### src/rtl/draw_pkg.sv
// draw_pkg: shared types and constants for the draw scheduler slice.
//   state_e    - scheduler FSM encoding (IDLE -> LOAD -> SCAN -> DONE)
//   req_id_e   - identifies the two requesters sharing the VGA write path
//   FIELD_*    - default playfield placement inside the 320x240 frame
//   BLACK/WHITE - common colour codes
package draw_pkg;

  typedef enum logic [1:0] {
    ST_IDLE,
    ST_LOAD,
    ST_SCAN,
    ST_DONE
  } state_e;

  typedef enum logic {
    REQ_CLR,
    REQ_BLK
  } req_id_e;

  localparam int FIELD_X0_DEF = 0;
  localparam int FIELD_Y0_DEF = 60;
  localparam int FIELD_W_DEF  = 240;
  localparam int FIELD_H_DEF  = 180;

  localparam logic [2:0] BLACK = 3'b000;
  localparam logic [2:0] WHITE = 3'b111;

endpackage

### src/rtl/draw_scheduler_if.sv
// draw_scheduler_if: request/grant handshake and VGA write bus.
//   master - requester side: drives clr_*/blk_* requests, sees acks, status, VGA bus
//   slave  - scheduler side: the reverse
interface draw_scheduler_if;
  logic       clr_req;
  logic [2:0] clr_colour;
  logic       blk_req;
  logic [7:0] blk_x;
  logic [7:0] blk_y;
  logic [7:0] blk_w;
  logic [7:0] blk_h;
  logic [2:0] blk_colour;
  logic       clr_ack;
  logic       blk_ack;
  logic       busy;
  logic       done;
  logic [8:0] vga_x;
  logic [7:0] vga_y;
  logic [2:0] vga_colour;
  logic       vga_plot;

  modport master (
    output clr_req, clr_colour, blk_req, blk_x, blk_y, blk_w, blk_h, blk_colour,
    input  clr_ack, blk_ack, busy, done, vga_x, vga_y, vga_colour, vga_plot
  );

  modport slave (
    input  clr_req, clr_colour, blk_req, blk_x, blk_y, blk_w, blk_h, blk_colour,
    output clr_ack, blk_ack, busy, done, vga_x, vga_y, vga_colour, vga_plot
  );
endinterface

### src/rtl/draw_scheduler_rect_scanner.sv
// rect_scanner: row-major pixel counters for one rectangle job.
//   clock/resetn - clock, async active-low reset
//   load         - zero both counters
//   step         - advance one pixel (X inner, Y outer)
//   w, h         - rectangle size (only meaningful when non-zero)
//   cx, cy       - current pixel offset inside the rectangle
//   last         - current pixel is (w-1, h-1)
module rect_scanner (
  input  logic       clock,
  input  logic       resetn,
  input  logic       load,
  input  logic       step,
  input  logic [7:0] w,
  input  logic [7:0] h,
  output logic [7:0] cx,
  output logic [7:0] cy,
  output logic       last
);
  logic [7:0] cx_d, cx_q;
  logic [7:0] cy_d, cy_q;
  logic       row_end;

  always_comb begin
    cx_d    = cx_q;
    cy_d    = cy_q;
    row_end = (cx_q == w - 8'd1);
    if (load) begin
      cx_d = '0;
      cy_d = '0;
    end else if (step) begin
      if (row_end) begin
        cx_d = '0;
        cy_d = cy_q + 8'd1;
      end else begin
        cx_d = cx_q + 8'd1;
      end
    end
  end

  always_ff @(posedge clock or negedge resetn) begin
    if (!resetn) begin
      cx_q <= '0;
      cy_q <= '0;
    end else begin
      cx_q <= cx_d;
      cy_q <= cy_d;
    end
  end

  assign cx   = cx_q;
  assign cy   = cy_q;
  assign last = row_end && (cy_q == h - 8'd1);
endmodule

### src/rtl/draw_scheduler.sv
// draw_scheduler: arbitrates a playfield-clear source and a note-block source
// onto the single VGA write path, scanning one rectangle job per grant at one
// pixel per clock and offsetting playfield-relative coordinates to screen.
//   clock/resetn - clock, async active-low reset
//   bus (slave)  - clr/blk requests, acks, busy/done, vga_x/y/colour/plot
// Build option: SCHED_FAIR_EN selects round-robin arbitration on a tie;
// otherwise clear has fixed priority over block.
module draw_scheduler
  import draw_pkg::*;
#(
  parameter int FIELD_X0 = FIELD_X0_DEF,
  parameter int FIELD_Y0 = FIELD_Y0_DEF,
  parameter int FIELD_W  = FIELD_W_DEF,
  parameter int FIELD_H  = FIELD_H_DEF
) (
  input logic             clock,
  input logic             resetn,
  draw_scheduler_if.slave bus
);
  state_e     state_d, state_q;
  req_id_e    winner_d, winner_q;
  logic [7:0] job_x_d, job_x_q, job_y_d, job_y_q;
  logic [7:0] job_w_d, job_w_q, job_h_d, job_h_q;
  logic [2:0] job_c_d, job_c_q;
  logic       clr_ack_d, clr_ack_q, blk_ack_d, blk_ack_q;
  logic       busy_d, busy_q, done_d, done_q;
  logic [8:0] vga_x_d, vga_x_q;
  logic [7:0] vga_y_d, vga_y_q;
  logic [2:0] vga_colour_d, vga_colour_q;
  logic       vga_plot_d, vga_plot_q;
  logic       last_px_d, last_px_q;

  logic       scan_load, scan_step, scan_last, emit, pick_clr;
  logic [7:0] cx, cy;
  logic [9:0] rx, ry;

  rect_scanner u_scanner (
    .clock (clock),
    .resetn(resetn),
    .load  (scan_load),
    .step  (scan_step),
    .w     (job_w_q),
    .h     (job_h_q),
    .cx    (cx),
    .cy    (cy),
    .last  (scan_last)
  );

  assign rx = 10'(job_x_q) + 10'(cx);
  assign ry = 10'(job_y_q) + 10'(cy);

  always_comb begin
`ifdef SCHED_FAIR_EN
    pick_clr = bus.clr_req && (!bus.blk_req || winner_q == REQ_BLK);
`else
    pick_clr = bus.clr_req;
`endif
    state_d      = state_q;
    winner_d     = winner_q;
    job_x_d      = job_x_q;
    job_y_d      = job_y_q;
    job_w_d      = job_w_q;
    job_h_d      = job_h_q;
    job_c_d      = job_c_q;
    clr_ack_d    = 1'b0;
    blk_ack_d    = 1'b0;
    busy_d       = busy_q;
    done_d       = 1'b0;
    vga_x_d      = vga_x_q;
    vga_y_d      = vga_y_q;
    vga_colour_d = vga_colour_q;
    vga_plot_d   = 1'b0;
    last_px_d    = last_px_q;
    scan_load    = 1'b0;
    emit         = 1'b0;

    unique case (state_q)
      ST_IDLE: begin
        busy_d = 1'b0;
        if (bus.clr_req || bus.blk_req) begin
          state_d = ST_LOAD;
          busy_d  = 1'b1;
          // Counters are cleared on the grant edge so that LOAD can register
          // pixel (0,0) and the first plot lands in the cycle after LOAD.
          scan_load = 1'b1;
          if (pick_clr) begin
            job_x_d   = '0;
            job_y_d   = '0;
            job_w_d   = 8'(FIELD_W);
            job_h_d   = 8'(FIELD_H);
            job_c_d   = bus.clr_colour;
            clr_ack_d = 1'b1;
            winner_d  = REQ_CLR;
          end else begin
            job_x_d   = bus.blk_x;
            job_y_d   = bus.blk_y;
            job_w_d   = bus.blk_w;
            job_h_d   = bus.blk_h;
            job_c_d   = bus.blk_colour;
            blk_ack_d = 1'b1;
            winner_d  = REQ_BLK;
          end
        end
      end
      ST_LOAD: begin
        busy_d = 1'b1;
        if (job_w_q == '0 || job_h_q == '0) begin
          state_d = ST_DONE;
          done_d  = 1'b1;
        end else begin
          state_d = ST_SCAN;
          emit    = 1'b1;
        end
      end
      ST_SCAN: begin
        busy_d = 1'b1;
        // last_px_q marks that the pixel now on the bus was the final one.
        if (last_px_q) begin
          state_d = ST_DONE;
          done_d  = 1'b1;
        end else begin
          emit = 1'b1;
        end
      end
      ST_DONE: begin
        state_d = ST_IDLE;
        busy_d  = 1'b0;
      end
      default: state_d = ST_IDLE;
    endcase

    scan_step = emit;
    if (emit) begin
      vga_x_d      = 9'(10'(FIELD_X0) + rx);
      vga_y_d      = 8'(10'(FIELD_Y0) + ry);
      vga_colour_d = job_c_q;
      vga_plot_d   = (rx < 10'(FIELD_W)) && (ry < 10'(FIELD_H));
      last_px_d    = scan_last;
    end
  end

  always_ff @(posedge clock or negedge resetn) begin
    if (!resetn) begin
      state_q      <= ST_IDLE;
      winner_q     <= REQ_BLK;
      job_x_q      <= '0;
      job_y_q      <= '0;
      job_w_q      <= '0;
      job_h_q      <= '0;
      job_c_q      <= '0;
      clr_ack_q    <= 1'b0;
      blk_ack_q    <= 1'b0;
      busy_q       <= 1'b0;
      done_q       <= 1'b0;
      vga_x_q      <= '0;
      vga_y_q      <= '0;
      vga_colour_q <= '0;
      vga_plot_q   <= 1'b0;
      last_px_q    <= 1'b0;
    end else begin
      state_q      <= state_d;
      winner_q     <= winner_d;
      job_x_q      <= job_x_d;
      job_y_q      <= job_y_d;
      job_w_q      <= job_w_d;
      job_h_q      <= job_h_d;
      job_c_q      <= job_c_d;
      clr_ack_q    <= clr_ack_d;
      blk_ack_q    <= blk_ack_d;
      busy_q       <= busy_d;
      done_q       <= done_d;
      vga_x_q      <= vga_x_d;
      vga_y_q      <= vga_y_d;
      vga_colour_q <= vga_colour_d;
      vga_plot_q   <= vga_plot_d;
      last_px_q    <= last_px_d;
    end
  end

  assign bus.clr_ack    = clr_ack_q;
  assign bus.blk_ack    = blk_ack_q;
  assign bus.busy       = busy_q;
  assign bus.done       = done_q;
  assign bus.vga_x      = vga_x_q;
  assign bus.vga_y      = vga_y_q;
  assign bus.vga_colour = vga_colour_q;
  assign bus.vga_plot   = vga_plot_q;
endmodule

### src/flat_wrapper.sv
// flat-port wrapper written by rule: the top's interface ports become plain ports
module draw_scheduler_flat import draw_pkg::*;
#(
  parameter int FIELD_X0 = FIELD_X0_DEF,
  parameter int FIELD_Y0 = FIELD_Y0_DEF,
  parameter int FIELD_W  = FIELD_W_DEF,
  parameter int FIELD_H  = FIELD_H_DEF
)
  (clock, resetn, bus_clr_req, bus_clr_colour, bus_blk_req, bus_blk_x, bus_blk_y, bus_blk_w, bus_blk_h, bus_blk_colour, bus_clr_ack, bus_blk_ack, bus_busy, bus_done, bus_vga_x, bus_vga_y, bus_vga_colour, bus_vga_plot);
  draw_scheduler_if bus_i ();
  input logic clock;
  input logic resetn;
  input wire logic [$bits(bus_i.clr_req)-1:0] bus_clr_req;
  input wire logic [$bits(bus_i.clr_colour)-1:0] bus_clr_colour;
  input wire logic [$bits(bus_i.blk_req)-1:0] bus_blk_req;
  input wire logic [$bits(bus_i.blk_x)-1:0] bus_blk_x;
  input wire logic [$bits(bus_i.blk_y)-1:0] bus_blk_y;
  input wire logic [$bits(bus_i.blk_w)-1:0] bus_blk_w;
  input wire logic [$bits(bus_i.blk_h)-1:0] bus_blk_h;
  input wire logic [$bits(bus_i.blk_colour)-1:0] bus_blk_colour;
  output wire logic [$bits(bus_i.clr_ack)-1:0] bus_clr_ack;
  output wire logic [$bits(bus_i.blk_ack)-1:0] bus_blk_ack;
  output wire logic [$bits(bus_i.busy)-1:0] bus_busy;
  output wire logic [$bits(bus_i.done)-1:0] bus_done;
  output wire logic [$bits(bus_i.vga_x)-1:0] bus_vga_x;
  output wire logic [$bits(bus_i.vga_y)-1:0] bus_vga_y;
  output wire logic [$bits(bus_i.vga_colour)-1:0] bus_vga_colour;
  output wire logic [$bits(bus_i.vga_plot)-1:0] bus_vga_plot;
  assign bus_i.clr_req = bus_clr_req;
  assign bus_i.clr_colour = bus_clr_colour;
  assign bus_i.blk_req = bus_blk_req;
  assign bus_i.blk_x = bus_blk_x;
  assign bus_i.blk_y = bus_blk_y;
  assign bus_i.blk_w = bus_blk_w;
  assign bus_i.blk_h = bus_blk_h;
  assign bus_i.blk_colour = bus_blk_colour;
  assign bus_clr_ack = bus_i.clr_ack;
  assign bus_blk_ack = bus_i.blk_ack;
  assign bus_busy = bus_i.busy;
  assign bus_done = bus_i.done;
  assign bus_vga_x = bus_i.vga_x;
  assign bus_vga_y = bus_i.vga_y;
  assign bus_vga_colour = bus_i.vga_colour;
  assign bus_vga_plot = bus_i.vga_plot;
  draw_scheduler #(.FIELD_X0(FIELD_X0), .FIELD_Y0(FIELD_Y0), .FIELD_W(FIELD_W), .FIELD_H(FIELD_H)) u_core (.clock(clock), .resetn(resetn), .bus(bus_i));
endmodule
### config.mk
export PLATFORM = sky130hd
export DESIGN_NAME = draw_scheduler_flat
export DESIGN_NICKNAME = d
export VERILOG_FILES = /design/src/rtl/draw_pkg.sv /design/src/rtl/draw_scheduler_if.sv /design/src/rtl/draw_scheduler_rect_scanner.sv /design/src/rtl/draw_scheduler.sv /design/src/flat_wrapper.sv
export SDC_FILE = /design/constraint.sdc
export NUM_CORES = 1
export LEC_CHECK = 0
export BUFFER_PORTS_ARGS = -buffer_cell sky130_fd_sc_hd__clkbuf_2
export CAP_MARGIN = 10
export CORE_ASPECT_RATIO = 0.7
export CORE_MARGIN = 2
export CORE_UTILIZATION = 45
export CTS_CLUSTER_DIAMETER = 100
export DETAILED_ROUTE_END_ITERATION = 10
export GPL_TIMING_DRIVEN = 0
export PLACE_DENSITY = 0.68
export SETUP_SLACK_MARGIN = 0.15
export SYNTH_ARGS = -nofsm -noshare
export SYNTH_HDL_FRONTEND = slang
export SYNTH_SLANG_ARGS = --single-unit
### constraint.sdc
create_clock -name clock -period 2.5 [get_ports clock]
set_input_delay 0.5 -clock clock [delete_from_list [all_inputs] [get_ports clock]]
set_output_delay 0.5 -clock clock [all_outputs]
set_load 0.02 [all_outputs]
==> flow_summary.ini <==
[run_status]
outcome = finished, final reports clean

[worst_hold_path]
hold_path_class = input port to asynchronous set/reset pin

[worst_setup_path]
r2r-start = u_core.job_w_q[0]
worst_ep_required_time_ns = 2.77
worstPathCellList = inv_1 > ha_2 > nand3_1 > xnor2_1 > nand4_4 > nor4_2 > mux2i_1
critPathMaxFanout = 5
startpoint = u_core.job_w_q[0]
crit_type = flip-flop to flip-flop
worstPathArrival_ns = 2.56
crit_path_start_kind = flip-flop
r2r_end = u_core.u_scanner.cy[5]
path_buf_inv = 1
cp_top_family = simple AND/OR/NAND/NOR gates
worst_path_max_delay_cell = xnor2_1
end_kind = flip-flop
r2r_cells = 7
cp_slowest_stage_delay_ns = 0.51
cp-endpoint = u_core.u_scanner.cy[5]
worst-path-stages = 7
rrSetupSlack_ns = 0.20

[synth]
syn_area_per_cell_um2 = 9.93
ys.flop_type = dfrtp_1
synthMuxAreaShare_pct = 1.87
async_flop_share_pct = 100
yosysWarnings = 0
synth_fp_nets = 520
synthAdderAreaFrac_pct = 7.58
synth_top_family_by_area = compound AO/OA/AOI/OAI gates
synth_edf_count = 0
synth-compound-area-share_pct = 19.0
seq_area_frac_synth_pct = 44.0
yosys.area_share.simple_pct = 17.4
syn-instance-count = 452
synth_xor_area_share_pct = 7.42
ys_ff_latch = 79
syn_area_mm2 = 0.00449
synth_cell_types = 65

[place]
io_buffer_count = 65
post-place-cells = 646
placed_cell_area_mm2 = 0.00500
post-dp-hpwl_um = 8240
dpl_worst_slack_ns = -0.0968
place_congestion = 0.882

[layout]
syn_to_final_growth_pct = 25.6
fin_util_pct = 58.2
layout.cells.non_filler = 683
fill_cells = 872
multi_input_area_mm2 = 0.00252
layout_commonest_cell = dfrtp_1
regArea_mm2 = 0.00198
drive_above_1_share_pct = 27.2
final_cell_mix = dfrtp_1 (75), clkbuf_2 (66), nand2_1 (64), nor2_1 (33), xnor2_1 (26)
finalNetCount = 618
n_antenna_cell = 0
stdcell_area_mm2 = 0.00564

[drt]
avgViaCountPerCell = 5.66
wl_um = 11500
final_antenna_net_count = 0
wl_per_cell_um = 16.8
remaining_drc_errors = 0
num_vias = 3868
drt-initial-drc-count = 191
drt_pass1_iterations = 4

[global_routing]
met3_usage_pct = 4.82
first_global_vias = 3592
met2_usage_pct = 34.2
grt-ovfl-total = 0
grt_use_met1_pct = 30.8
grt_usage_pct = 21.9
antenna_found_initial = 0
top_usage_layer = met2
grt_max_degree = 42
grt_pass1_wl_um = 18000

[timing]
maxSlewViolCount = 0
fin_crit_ns = 2.30
hold_violations = 0
rsz0062_at_grt = yes
finalWorstSetupSlack_ns = 0.203
period_share_pct = 91.9
clock.fmax_mhz = 435
finalSetupViolations = 0
tightest_slew_ns = 0.606
finalClockSkew_ns = 0.00507
slew_headroom_pct = 59.6

[clocking]
tritoncts = done
path_clk_slew_ns = 0.06
cts-root-buf = clkbuf_16
clock_latency_ns = 0.34
clkSinkCount = 79
htree_levels = 3
ctsLongestPathBuffers = 2
cts_buffers = 9
postCtsHoldBufs = 0

[floorplan]
initial_core_util_pct = 46.3
chipHeight_um = 87.6
core-area_mm2 = 0.00968
rows = 30
fp.dieW_um = 123
dieArea_mm2 = 0.0108
io_pins = 67

[job]
max_cap_violations = 0

[power_and_ir_drop]
ir_drop_mv = 0.528
p_leak_nw = 2.60
power.density_mw_per_mm2 = 1210
power_mw = 6.81
power by group:
part | switching [mW] | internal [mW] | leakage [nW]
clock | 0.521 | 0.973 | 0.166
combinational | 1.94 | 1.29 | 1.43
sequential | 0.360 | 1.72 | 1.00
synth_stat cells, drive strengths merged (3+ instances only):
cell type,instances,area share [%]
xor2,11,2.1
nand2b,7,1.1
o21ai,21,2.3
nor3,17,2.3
dfrtp,79,44
nor4,4,0.56
nand3,11,1.2
a21o,3,0.50
a31oi,4,0.89
inv,12,1.0
nand4,5,1.0
o311ai,4,0.78
a21oi,19,2.1
clkbuf,9,0.75
a22o,20,3.9
nor2b,4,0.56
and2,4,0.56
o41ai,4,0.78
ha,24,6.7
mux2,3,0.75
o21a,3,0.50
nand2,64,5.4
o22a,10,2.0
nor2,33,2.8
xnor2,27,5.3
buf,8,0.89
mux2i,5,1.1
stage by stage:
step | setup TNS, ns | hold WS [ns]
finish | 0 | 0.162
global route | 0 | 0.211
CTS | 0 | 0.184
detailed placement | -0.125 | 0.458
global placement | -0.0500 | 0.452
floorplan | 0 | 0.204
registers in the layout, summed over array words and instances, names as in the netlist, 2 cells and up:
name and count:
u_core.bus.vga_colour 3, u_core.bus.vga_x 9, u_core.bus.vga_y 8, u_core.job_c_q 3, u_core.job_h_q 8, u_core.job_w_q 8
u_core.job_x_q 8, u_core.job_y_q 8, u_core.state_q 2, u_core.u_scanner.cx 8, u_core.u_scanner.cy 8
timing repair:
item / CTS / global route
resized for setup: 10 / 28
pin swaps: 5 / 17
setup buffers: 4 / 16
cloned: 0 / 1
setup endpoints to repair: 7 / 51
layer usage:
metal  part of all wire (%)  wire length (um)
met1                     48              5540
met2                     45              5160
met3                    5.4               618
met4                    1.3               146
met5                      0                 0
kinds of logic after synthesis:
| family | Yosys count |
|---|---|
| buffers and inverters | 30 |
| AO/OA/AOI/OAI | 112 |
| adder cells (fa/ha/maj) | 26 |
| multiplexers | 8 |
| XOR/XNOR | 38 |
| flip-flops | 79 |
| AND/OR/NAND/NOR | 159 |
worst min-delay path by stage:
stage                         from                   to  slack [ns]
2_1_floorplan               resetn   u_core.bus.blk_ack        0.20
3_3_place_gp   u_core.bus.vga_y[0]  u_core.bus.vga_y[0]        0.45
3_5_place_dp   u_core.bus.vga_y[1]  u_core.bus.vga_y[1]        0.46
4_1_cts                     resetn    u_core.job_h_q[7]        0.18
5_1_grt                     resetn   u_core.bus.clr_ack        0.21
6_report                    resetn    u_core.job_h_q[2]        0.16
layout make-up:
cell class | instances | area share, %
Clock inverter | 6 | 1.93
Inverter | 13 | 0.932
Multi-Input combinational cell | 344 | 44.8
Sequential cell | 79 | 35.2
Clock buffer | 10 | 4.06
Tap cell | 128 | 2.84
Timing Repair Buffer | 86 | 8.83
Buffer | 17 | 1.44
No activity file was read; power rests on OpenSTA's default activity.
